==> config.mk <==
export PLATFORM = sky130hd
export DESIGN_NAME = pset00_inverter_unit
export DESIGN_NICKNAME = d
export VERILOG_FILES = /design/src/rtl/pset00_inverter_unit.sv
export SDC_FILE = /design/constraint.sdc
export NUM_CORES = 1
export LEC_CHECK = 0
export BUFFER_PORTS_ARGS = -buffer_cell sky130_fd_sc_hd__buf_4
export CELL_PAD_IN_SITES_DETAIL_PLACEMENT = 2
export CELL_PAD_IN_SITES_GLOBAL_PLACEMENT = 2
export CORE_MARGIN = 5
export CORE_UTILIZATION = 29
export CTS_CLUSTER_DIAMETER = 40
export DETAILED_ROUTE_END_ITERATION = 16
export GPL_TIMING_DRIVEN = 0
export PLACE_DENSITY = 0.72
export SYNTH_ARGS = -nofsm -noshare
export SYNTH_HDL_FRONTEND = slang
export SYNTH_SLANG_ARGS = --single-unit
==> constraint.sdc <==
create_clock -name clk -period 1.72 [get_ports clk]
set_input_delay 0.086 -clock clk [delete_from_list [all_inputs] [get_ports clk]]
set_output_delay 0.086 -clock clk [all_outputs]
set_load 0.02 [all_outputs]
==> src/rtl/pset00_inverter_unit.sv <==
// Inverter/buffer leaf cell: zero-latency inverted and pass-through outputs,
// plus a registered inverted copy and a saturating input-toggle counter.
`timescale 1ns/1ps

module pset00_inverter_unit #(
    parameter int WIDTH = 1,
    parameter int CNT_W = 16
) (
    input  logic             clk,
    input  logic             rst_n,
    input  logic [WIDTH-1:0] in,
    output logic [WIDTH-1:0] out,
    output logic [WIDTH-1:0] buf_out,
    output logic [WIDTH-1:0] out_q,
    output logic [CNT_W-1:0] toggle_cnt
);

    // Counter holds at all-ones instead of wrapping back to zero.
    function automatic logic [CNT_W-1:0] sat_inc(input logic [CNT_W-1:0] v);
        return (&v) ? v : v + 1'b1;
    endfunction

    logic [WIDTH-1:0] inv_q,  inv_d;
    logic [WIDTH-1:0] prev_q, prev_d;
    logic [CNT_W-1:0] cnt_q,  cnt_d;

    assign out     = ~in;
    assign buf_out = in;

    always_comb begin
        inv_d  = ~in;
        prev_d = in;
        cnt_d  = (in != prev_q) ? sat_inc(cnt_q) : cnt_q;
    end

    always_ff @(posedge clk or negedge rst_n) begin
        if (!rst_n) begin
            inv_q  <= '0;
            prev_q <= '0;
            cnt_q  <= '0;
        end else begin
            inv_q  <= inv_d;
            prev_q <= prev_d;
            cnt_q  <= cnt_d;
        end
    end

    assign out_q      = inv_q;
    assign toggle_cnt = cnt_q;

endmodule

[Word-level counts from Yosys, hierarchy flattened]
Cells that the tools add are included.
Storage, ports and cells
  register bits: 18
  input bits: 3
  output and inout port bits: 19
  logic and storage cells: 9
Cells by class
  add/subtract/negate cells: 1
  equality and inequality tests: 1
  bitwise gates (word level): 2
  reduce and logical (&&, ||, !) cells: 2
Operators with widths (count)
  $add A16 B1 Y16 const B: 1
  $reduce_and A16 Y1: 1
  $not A1 Y1: 2
  $reduce_and A2 Y1: 1
  $ne A1 B1 Y1: 1

[Depth between registers and ports, before layout]
  depth after elaboration: 3
  mapped depth: 5
  mapped depth without buffers: 5

[Least setup slack after synthesis]
No wires, ideal clock.
  kind: reg-to-reg
  start: reg cnt_q[0], in the netlist toggle_cnt[0]
  end: reg cnt_q[14], in the netlist toggle_cnt[14]
  library setup time: 0.130 ns
  arrival: 1.659 ns
  data required time: 1.590 ns
  setup slack: -0.069 ns
  cell stages (with the launch flop): 6
  path buffers: 0
  clock period less this slack: 1.789 ns
  cell sequence: dfrtp_1 ha_1 nand3_1 nand2b_1 or4_1 xnor2_1
Between the ends
  cells in the longest elaborated chain, start to end: 3
  elaborated cells on any way between the ends: 4
  classes of those cells: add/sub (1); bitwise (1); reduce/logical (2)
RTL lines
  start, declared: RTL line 25  | logic [CNT_W-1:0] cnt_q, cnt_d;
  start signal, assigned: RTL line 44  | cnt_q <= cnt_d;
  parallel branches: the longest is 3 deep, another holds $add A16 B1 Y16
Parallel ways; which one is timed is not known.
A chain may end at the register's enable or synchronous reset.

[Final worst setup path]
  start: reg cnt_q[4], in the netlist toggle_cnt[4]
  end: reg cnt_q[14], in the netlist toggle_cnt[14]
The elaborated chain is that of the path after synthesis.

==> run metrics <==
status=finished clean; final cell count without fillers=between 100 and 150; number of max-cap violations=0; final core occ=0.4483; vias in the first global route=822; Yosys warnings=0; Slew @ Worst Pin=0.4517 ns; dpl cells=127; Post-Synthesis Cells=75; H-tree Lvls=1; fraction of layout cells with a size suffix above 1=0.4696; pre-CTS setup slack=-0.1205 ns; synthesized area=867.1 um^2; fin area=1257 um^2; pwr/cell area=1255 nW/um^2; DR DRC count=0; hold_ws=0.2028 ns; Initial Utilization=0.3091; GRT Residual Overflow=0; Yosys top cell area share=0.5195; Inserted Clock Buffers=3; clock skew=0.002520 ns; cell leakage power=about 0.6 nW; Final min period=1.706 ns; EDFF count, synth=0; Final setup viols=0; routed len/inst=19.12 um; antenna violations before repair=0; VDD IR max=0.5901 mV; Max clock buf depth=2; Iter 0 DRT Violations=19; Worst EP arrival=1.91 ns; asr flop ratio synth=1.000; Die H=between 60 and 70 um; worst-skew pair later-pin latency=0.30 ns; via count=756; DR pass1 iterations=3; Clock transition at path regs=0.11 ns; Routability Congestion=about 0.7; Area Growth Syn to Fin=45.02%; CP required=~1.9 ns; reg2reg setup slack=0.01 ns; overall routed net length=2.792 mm; crit end category=register; Post-DP HPWL=1.599 mm; # port buffers=21; Synth area leader=dfrtp_1; Routed Antenna Nets=0; first-pass GRT wire length=roughly 4.3 mm; GRT Util Overall=0.1370; crit path cell chain=nand4_1 > nor3_1 > or4_1 > xnor2_1; final cycle utilization of the critical path=0.9921; Slew Limit Headroom=0.6961; Post-Syn Nets=79; core region area=between 2000 and 3000 um^2; largest net degree at the start of global routing=19; nets=120; WS Path Type=reg -> reg; dpl cell area=1066 um^2; CTS tree=yes; CP startpoint kind=register; IO Count=22; clk root buf=clkbuf_4; register bit total from synthesis=18; die width=64.68 um; # rows=19; Seq/Total Area, Yosys=0.5195; fmax=between 0.5 and 0.6 GHz; Synth Flop Type=dfrtp_1; PnR worst setup slack=about 0.014 ns; Hold/Removal Path Class=in -> async; antenna cells=0; Tot Pwr=around 1.6 mW; Via density=a little over 5; CP peak stage delay=0.55 ns; setup total negative slack=0 ns; CP max-delay cell=or4_1; endpoints failing hold=0; CP max FO=8; Synth Area per Inst=11.56 um^2; Area contributors post-synth=dfrtp_1 52%, xor2_1 14%, nand4_1 4.3%, nor4_1 4.3%, nor3_1 2.9%; clk sinks=18; count of cell types in the netlist=22; die area=4184 um^2; max-slew violations=0
==> cells in the mapped netlist (2+ instances only) <==
| cell type | instances |
|---|---|
| nand3_1 | 3 |
| xor2_1 | 14 |
| o21ai_0 | 2 |
| nor4_1 | 6 |
| dfrtp_1 | 18 |
| nor3_1 | 5 |
| nand4_1 | 6 |
| nand2_1 | 5 |
| nor2_1 | 2 |
| xnor2_1 | 2 |
==> kinds of logic (layout without fill, tap and decap cells) <==
group | Yosys count | count (layout) | synth area share
AND/OR/NAND/NOR | 35 | 35 | 0.2627
flip-flops | 18 | 18 | 0.5195
XOR/XNOR | 16 | 16 | 0.1616
AO/OA/AOI/OAI | 2 | 2 | 0.01154
buffers and inverters | 2 | 42 | 0.01299
adder cells (fa/ha/maj) | 1 | 1 | 0.01443
multiplexers | 1 | 1 | 0.01731
==> area by class of cell <==
class,count,area (um^2)
Multi-Input combinational cell,55,437.9
Sequential cell,18,457.9
Clock buffer,4,36.28
Timing Repair Buffer,36,275.3
Inverter,1,3.754
Buffer,1,7.507
Fill cell,296,1548
Tap cell,31,38.79
==> metal layers <==
| layer | vias to the layer above | GRT usage | part of all wire |
|---|---|---|---|
| met5 | - | 0 | 0 |
| met4 | 0 | 0.07916 | 0.027 |
| met3 | 5 | 0.01382 | 0.018 |
| met2 | 13 | 0.2281 | 0.53 |
| met1 | 387 | 0.1731 | 0.42 |
| li1 | 351 | - | - |
==> repair_timing <==
item / 4_1_cts / 5_1_grt
pin swaps: 2 / 3
hold buffers: 2 / 0
hold endpoints to repair: 20 / 0
resized for setup: 3 / 7
buffers inserted: 4 / 9
setup endpoints to repair: 11 / 6
==> worst paths after layout <==
kind | depth (start not counted) | end | startpoint
worst max-delay path | 4 | toggle_cnt[14]$_DFFE_PN0P_ | toggle_cnt[4]$_DFFE_PN0P_
worst min-delay path | 2 | toggle_cnt[3]$_DFFE_PN0P_ | rst_n
worst max register to register | 4 | toggle_cnt[14]$_DFFE_PN0P_ | toggle_cnt[4]$_DFFE_PN0P_
worst min register to register | 1 | toggle_cnt[15]$_DFFE_PN0P_ | toggle_cnt[15]$_DFFE_PN0P_
max in group asynchronous | 2 | toggle_cnt[13]$_DFFE_PN0P_ | rst_n
min in group clk | 1 | toggle_cnt[15]$_DFFE_PN0P_ | toggle_cnt[15]$_DFFE_PN0P_
==> power breakdown <==
part           total (mW)  switching (mW)  internal [mW]  leakage, nW
clock network       0.270           0.141          0.129       0.0210
logic               0.593           0.299          0.294        0.364
registers           0.714           0.182          0.532        0.216
==> worst max-delay path, delay by kind of cell (launching register included) <==
| kind | cells | cell delay [ns] |
|---|---|---|
| simple gates | 3 | 0.98 |
| xor+xnor | 1 | 0.15 |
| flops | 1 | 0.47 |
==> registers in the layout (all words and copies together) (netlist names) <==
name	flops
prev_q	1
toggle_cnt	16
out_q	1
==> cell usage in the layout, fill, tap and decap left out, types with 3 or more instances in the layout <==
cell type,instances
buf_4,35
nand2_1,5
nor3_1,5
clkbuf_4,3
dfrtp_1,12
nor4_1,6
nand4_1,6
dfrtp_2,6
xor2_1,13
(Power assumes the default switching activity.)
